[config.mk]
export PLATFORM = sky130hd
export DESIGN_NAME = fetch_stage
export DESIGN_NICKNAME = d
export VERILOG_FILES = /design/src/rtl/fetch_stage.sv
export SDC_FILE = /design/constraint.sdc
export NUM_CORES = 1
export LEC_CHECK = 0
export CAP_MARGIN = 25
export CORE_MARGIN = 3
export CORE_UTILIZATION = 45
export DETAILED_ROUTE_END_ITERATION = 8
export GPL_TIMING_DRIVEN = 1
export PLACE_DENSITY_LB_ADDON = 0.3
export SYNTH_ARGS = -nofsm -noshare
export SYNTH_HDL_FRONTEND = slang
export SYNTH_SLANG_ARGS = --single-unit
[constraint.sdc]
create_clock -name clk -period 3.21 [get_ports clk]
set_input_delay 0.4815 -clock clk [delete_from_list [all_inputs] [get_ports clk]]
set_output_delay 0.4815 -clock clk [all_outputs]
set_load 0.05 [all_outputs]
[src/rtl/fetch_stage.sv]
// -----------------------------------------------------------------------------
// fetch_stage
//
// Instruction fetch stage. It holds the program counter, drives it straight
// to a zero-latency instruction ROM, and captures the returned word into the
// IF/ID pipeline register. Hazard stalls (freeze) hold the stage. Redirects
// (branch_taken) load a new PC and flush the IF/ID register to a NOP.
//
// Optional feature: define FETCH_PERF_CNT_EN to add saturating fetch/flush
// performance counters and their output ports.
//
// Parameters
//   RESET_PC      PC loaded on reset (must be word-aligned)
//
// Ports
//   clk           rising-edge clock
//   rst           synchronous, active-high reset
//   freeze        hazard stall: holds PC and IF/ID register
//   branch_taken  redirect request (wins over freeze)
//   branch_addr   redirect byte address (bits [1:0] ignored)
//   rom_addr      byte address to instruction ROM (equals PC)
//   rom_inst      instruction word returned by ROM for rom_addr
//   if_pc         registered PC+4 of the captured instruction
//   if_inst       registered instruction for decode
//   if_valid      registered: if_inst is a real fetched instruction
//   fetch_count   (FETCH_PERF_CNT_EN only) saturating count of captures
//   flush_count   (FETCH_PERF_CNT_EN only) saturating count of flushes
// -----------------------------------------------------------------------------
module fetch_stage #(
    parameter logic [31:0] RESET_PC = 32'h0000_0000
) (
    input  logic        clk,
    input  logic        rst,
    input  logic        freeze,
    input  logic        branch_taken,
    input  logic [31:0] branch_addr,
    output logic [31:0] rom_addr,
    input  logic [31:0] rom_inst,
    output logic [31:0] if_pc,
    output logic [31:0] if_inst,
    output logic        if_valid
`ifdef FETCH_PERF_CNT_EN
    ,
    output logic [31:0] fetch_count,
    output logic [31:0] flush_count
`endif
);

    // What the stage does on the coming edge (reset handled separately).
    typedef enum logic [1:0] {
        ACT_FETCH,
        ACT_HOLD,
        ACT_FLUSH
    } act_e;

    logic [31:0] pc;
    logic [31:0] pc_plus4;
    logic [31:0] branch_pc;
    act_e        act;

    // Low address bits of the redirect target are deliberately dropped.
    logic        unused_branch_lsbs;
    assign unused_branch_lsbs = ^branch_addr[1:0];

    assign branch_pc = {branch_addr[31:2], 2'b00};
    // Natural 32-bit overflow gives the required wrap from FFFF_FFFC to 0.
    assign pc_plus4  = pc + 32'd4;

    // Zero-latency ROM: the address is the PC register itself, so every
    // output of this block comes from a flop.
    assign rom_addr  = pc;

    // Redirect has priority over stall.
    // NOTE: every variable assigned in always_comb gets a default first, so
    // no path through the block can leave it unassigned and infer a latch.
    always_comb begin
        act = ACT_FETCH;
        if (branch_taken) begin
            act = ACT_FLUSH;
        end else if (freeze) begin
            act = ACT_HOLD;
        end
    end

    // PC and IF/ID register. Reset overrides both redirect and stall.
    // NOTE: sequential state uses non-blocking (<=) assignments so all flops
    // sample their inputs from before the edge, independent of statement order.
    always_ff @(posedge clk) begin
        if (rst) begin
            pc       <= RESET_PC;
            if_inst  <= 32'h0;
            if_pc    <= 32'h0;
            if_valid <= 1'b0;
        end else begin
            unique case (act)
                ACT_FLUSH: begin
                    pc       <= branch_pc;
                    if_inst  <= 32'h0;
                    if_pc    <= 32'h0;
                    if_valid <= 1'b0;
                end
                ACT_FETCH: begin
                    pc       <= pc_plus4;
                    if_inst  <= rom_inst;
                    if_pc    <= pc_plus4;
                    if_valid <= 1'b1;
                end
                default: begin
                    // ACT_HOLD: every register keeps its value.
                end
            endcase
        end
    end

`ifdef FETCH_PERF_CNT_EN
    // Saturating event counters; they stop at all-ones rather than wrap.
    always_ff @(posedge clk) begin
        if (rst) begin
            fetch_count <= 32'h0;
            flush_count <= 32'h0;
        end else begin
            if (act == ACT_FETCH && fetch_count != 32'hFFFF_FFFF) begin
                fetch_count <= fetch_count + 32'd1;
            end
            if (act == ACT_FLUSH && flush_count != 32'hFFFF_FFFF) begin
                flush_count <= flush_count + 32'd1;
            end
        end
    end
`endif

endmodule

## Word level (Yosys, flattened, before mapping)

Index checks and enable logic that the tools add are counted.

| operators by class | value |
|---|---|
| bitwise gates (word level) | 0 |
| shift-type cells | 0 |
| eq/ne operators | 1 |
| reduce and logical (&&, ||, !) cells | 2 |
| order comparisons | 0 |
| divide/modulo/power cells | 0 |
| muxes and demuxes | 6 |
| add/sub/neg operators | 1 |
| multipliers | 0 |

Operators by type and width:

| cell | count |
|---|---|
| 32-bit one-hot mux with 2 select lines | 3 |
| 32-bit by 3-bit adder with 32-bit output (second input constant) | 1 |
| 2-bit equality test (second input constant) | 1 |
| 2-bit zero test | 1 |
| 2-bit two-way mux | 1 |
| 1-bit one-hot mux with 2 select lines | 1 |
| 2-bit nonzero test | 1 |
| 1-bit two-way mux | 1 |

| storage, ports and cells | value |
|---|---|
| register bits after elaboration | 97 |
| bits in writable memories | 0 |
| ROM bits | 0 |
| latch bits | 0 |
| output and inout bits | 97 |
| memories kept | 0 |

## Logic depth before layout (Yosys ltp)

| logic depth | value |
|---|---|
| depth in word-level cells | 4 |
| depth in mapped cells | 7 |
| gate-level depth less buffers | 5 |

## Worst setup path after synthesis

No wires, ideal clock.

| timing | value |
|---|---|
| path type | flip-flop to flip-flop |
| start point | register pc[2] (netlist: rom_addr[2]) |
| end point | register pc[28] (netlist: rom_addr[28]) |
| period minus slack after synthesis | 2.590 ns |
| setup slack | 0.620 ns |
| cell stages (with the launch flop) | 7 |
| arrival time | 2.499 ns |
| path through | dfxtp_1 -> ha_1 -> and4b_1 -> or4b_1 -> buf_2 -> or4_1 -> a311oi_1 |

| on the way | value |
|---|---|
| cells in the longest elaborated chain, start to end | 2 |

Ends and longest elaborated chain:

| what | RTL line | RTL |
|---|---|---|
| start: declaration | 56 | `logic [31:0] pc;` |
| start signal: assignment | 97 | `pc <= branch_pc;` |
| start signal: assignment | 103 | `pc <= pc_plus4;` |
| 32-bit by 3-bit adder with 32-bit output | 67 | `assign pc_plus4 = pc + 32'd4;` |
| 32-bit one-hot mux with 2 select lines | 95 | `unique case (act)` |

No other way between the ends.
A chain may end at the register's enable or synchronous reset.

## Final worst setup path

| timing | value |
|---|---|
| start point | register pc[2] (netlist: rom_addr[2]) |
| end point | register pc[26] (netlist: rom_addr[26]) |

The elaborated chain is that of the path after synthesis.

==> impl_metrics.env <==
export IMPL_powerDensity_nw_per_um2=414
export IMPL_initial_core_util_pct=47.5
export IMPL_finalInstanceArea_um2=6280
export IMPL_grt_max_degree=45
export IMPL_cts_tree="yes"
export IMPL_wl_mm=13.9
export IMPL_place_gp_congestion=0.856
export IMPL_fin_nets=732
export IMPL_fin_crit_ps=2560
export IMPL_ant_nets=0
export IMPL_hp_class="reg2reg"
export IMPL_cts_root_buf="clkbuf_8"
export IMPL_drive_gt1_share_pct=4.79
export IMPL_yosysWarnings=0
export IMPL_setup_viol=0
export IMPL_die_x_um=106
export IMPL_vias=4691
export IMPL_syn_avg_cell_area_um2=8.45
export IMPL_path_delay_family="simple AND/OR/NAND/NOR gates"
export IMPL_synth_seq_cells=93
export IMPL_status="finished, final reports clean"
export IMPL_core_um2=9460
export IMPL_synth_cell_types=46
export IMPL_htree_levels=3
export IMPL_area_delta_synth_final_pct=39.8
export IMPL_hpwlAfterDp_mm=9.87
export IMPL_n_antenna_cell=0
export IMPL_ctsHoldBuffers=0
export IMPL_synth_top_area_share_pct=41.4
export IMPL_maxSlewViolCount=0
export IMPL_clk_latency_ps=350
export IMPL_fin_crit_sh_pct=79.8
export IMPL_ir_worst_vdd_v=0.000238
export IMPL_relSlewSlack_pct=51.0
export IMPL_ys_seq_area_share_pct=41.4
export IMPL_cts_setup_buffers=0
export IMPL_grt_overflow=0
export IMPL_clk_pin_slew_worst_paths_ps=90
export IMPL_arrival_ps=2810
export IMPL_synth_edf_count=0
export IMPL_fp_row_count=35
export IMPL_cp_start_kind="flip-flop"
export IMPL_tightestPinTransition_ps=728
export IMPL_dr_pass1_iters=5
export IMPL_cp_buffers_inverters=0
export IMPL_worstPathMaxFanout=12
export IMPL_rsz0062_at_grt="no"
export IMPL_numCtsBuffers=9
export IMPL_crit_type="reg2reg"
export IMPL_yosysTopAreaCell="dfxtp_1"
export IMPL_track_usage_pct=24.3
export IMPL_antenna_found_initial=0
export IMPL_ios=165
export IMPL_grt_pass1_wl_mm=22.2
export IMPL_path_cells="ha_1 -> and4b_1 -> or4b_1 -> or4_1 -> a311oi_1"
export IMPL_wire_per_inst_um=17.5
export IMPL_dieHeight_um=106
export IMPL_grt_pass1_vias=4330
export IMPL_whs_ps=460
export IMPL_final_fill_count=816
export IMPL_synthCells=532
export IMPL_finalHoldViolations=0
export IMPL_cts_resized=0
export IMPL_max_freq_ghz=0.391
export IMPL_synth_async_reset_ratio_pct=0
export IMPL_clock_skew_final_ps=14.7
export IMPL_timing_setup_tns_ps=0
export IMPL_drtIter0Drc=236
export IMPL_cp_slowest_stage_delay_ps=640
export IMPL_synth_cell_area_um2=4490
export IMPL_maxCapViolations=0
export IMPL_yosys_top_cells_area="dfxtp_1 41%, mux2i_1 7.1%, nor2_1 5.5%"
export IMPL_required_ps=3460
export IMPL_end_kind="flip-flop"
export IMPL_leakage_uw=0.00219
export IMPL_die_area_um2=11200
export IMPL_postPlaceCellArea_um2=6110
export IMPL_drt_vias_per_instance=5.89
export IMPL_drc_errors=0
export IMPL_ys_flop_type="dfxtp_1"
export IMPL_crit_path_top_delay_cell="or4b_1"
export IMPL_cts_sinks=93
export IMPL_port_buffers=158
export IMPL_clk_path_buf_depth=2
## worst reg2reg max path: stages (launching register included)
cell	delay [ps]
dfxtp_1	450
ha_1	290
and4b_1	320
or4b_1	650
or4_1	470
a311oi_1	290
## through the flow
stage / util [%] / power (uW) / instances / setup slack [ps]
global placement: 64.6 / 1890 / 781 / 681
global route: 66.4 / 2700 / 797 / 510
detailed placement: 64.6 / 1900 / 781 / 667
CTS: 66.4 / 2620 / 797 / 644
floorplan: - / 1660 / 535 / 620
finish: 66.4 / 2600 / 797 / 650
## flip-flops by register name, summed over array words and instances, names as in the netlist
name	count
if_valid	1
if_inst	32
rom_addr	30
if_pc	30
## synthesized netlist by cell type, types with 2 or more instances
cell type	n
or2_2	4
and4_1	8
buf_4	6
buf_2	4
and3_1	8
o21ai_0	29
nand4_1	18
o311ai_0	6
o31ai_1	15
a211oi_1	11
xor2_1	5
buf_1	3
a32oi_1	4
nand2_1	24
o21a_1	2
nor2_1	66
dfxtp_1	93
a31oi_1	10
clkbuf_1	40
xnor2_1	13
nand3_1	18
inv_1	8
or4_1	20
mux2i_1	32
a21oi_1	24
or3_1	13
nor3_1	9
nor4_1	8
o211ai_1	2
o31a_1	3
a311oi_1	11
## worst paths after layout
path                from            to  slack (ps)  cells past startpoint
max          rom_addr[2]  rom_addr[26]         650                      5
min             if_pc[3]      if_pc[3]         460                      2
max reg2reg  rom_addr[2]  rom_addr[26]         650                      5
min reg2reg     if_pc[3]      if_pc[3]         460                      2
## cell families after synthesis
logic type / Yosys count / share of synthesized area, %
mux: 32 / 7.13
xor+xnor: 18 / 3.51
other cells: 1 / 0.0834
fa+ha+maj: 1 / 0.278
buf+inv: 62 / 5.79
simple gates: 202 / 23.6
flops: 93 / 41.4
compound gates: 123 / 18.2
## metal layers
| metal | GRT usage, % | vias to the layer above | share of wire (%) |
|---|---|---|---|
| met5 | 0 | - | 0 |
| met4 | 8.70 | 0 | 2.1 |
| met3 | 8.01 | 23 | 12 |
| met2 | 39.9 | 260 | 47 |
| met1 | 29.7 | 2173 | 39 |
| li1 | - | 2235 | - |
## layout by cell type (no fill, tap or decap), drive strengths merged, types with 2 or more instances in the layout
| cell type | n |
|---|---|
| o21a | 2 |
| nor3 | 9 |
| o31ai | 15 |
| clkdlybuf4s50 | 157 |
| inv | 10 |
| a21oi | 24 |
| or3 | 13 |
| o31a | 3 |
| buf | 13 |
| nand4 | 18 |
| nand2 | 24 |
| a211oi | 11 |
| xor2 | 5 |
| nor2 | 66 |
| xnor2 | 13 |
| or4 | 20 |
| a311oi | 11 |
| clkbuf | 12 |
| and3 | 8 |
| conb | 4 |
| mux2i | 32 |
| o21ai | 29 |
| dfxtp | 93 |
| nor4 | 8 |
| nand3 | 18 |
| or2 | 4 |
| and4 | 8 |
| clkinvlp | 2 |
| o211ai | 2 |
| a32oi | 4 |
| o311ai | 6 |
| a31oi | 10 |
## area by class of cell
cell class	instances	area, um2	share of cell area [%]
multi-input combinational	380	2380	37.9
sequential	93	1860	29.6
timing repair buffer	170	1670	26.5
tap	129	161	2.57
clock buffer	12	145	2.31
inverter	9	33.8	0.538
clock inverter	4	32.5	0.518
## where the power goes
group / leakage (uW) / internal, uW / total, uW / switching, uW
Clock: 0.0000832 / 308 / 726 / 418
Sequential: 0.000763 / 1210 / 1290 / 79.2
Combinational: 0.00135 / 233 / 590 / 357
Total: 0.00219 / 1750 / 2600 / 854
Note: power is estimated with default switching activity, not from simulation.
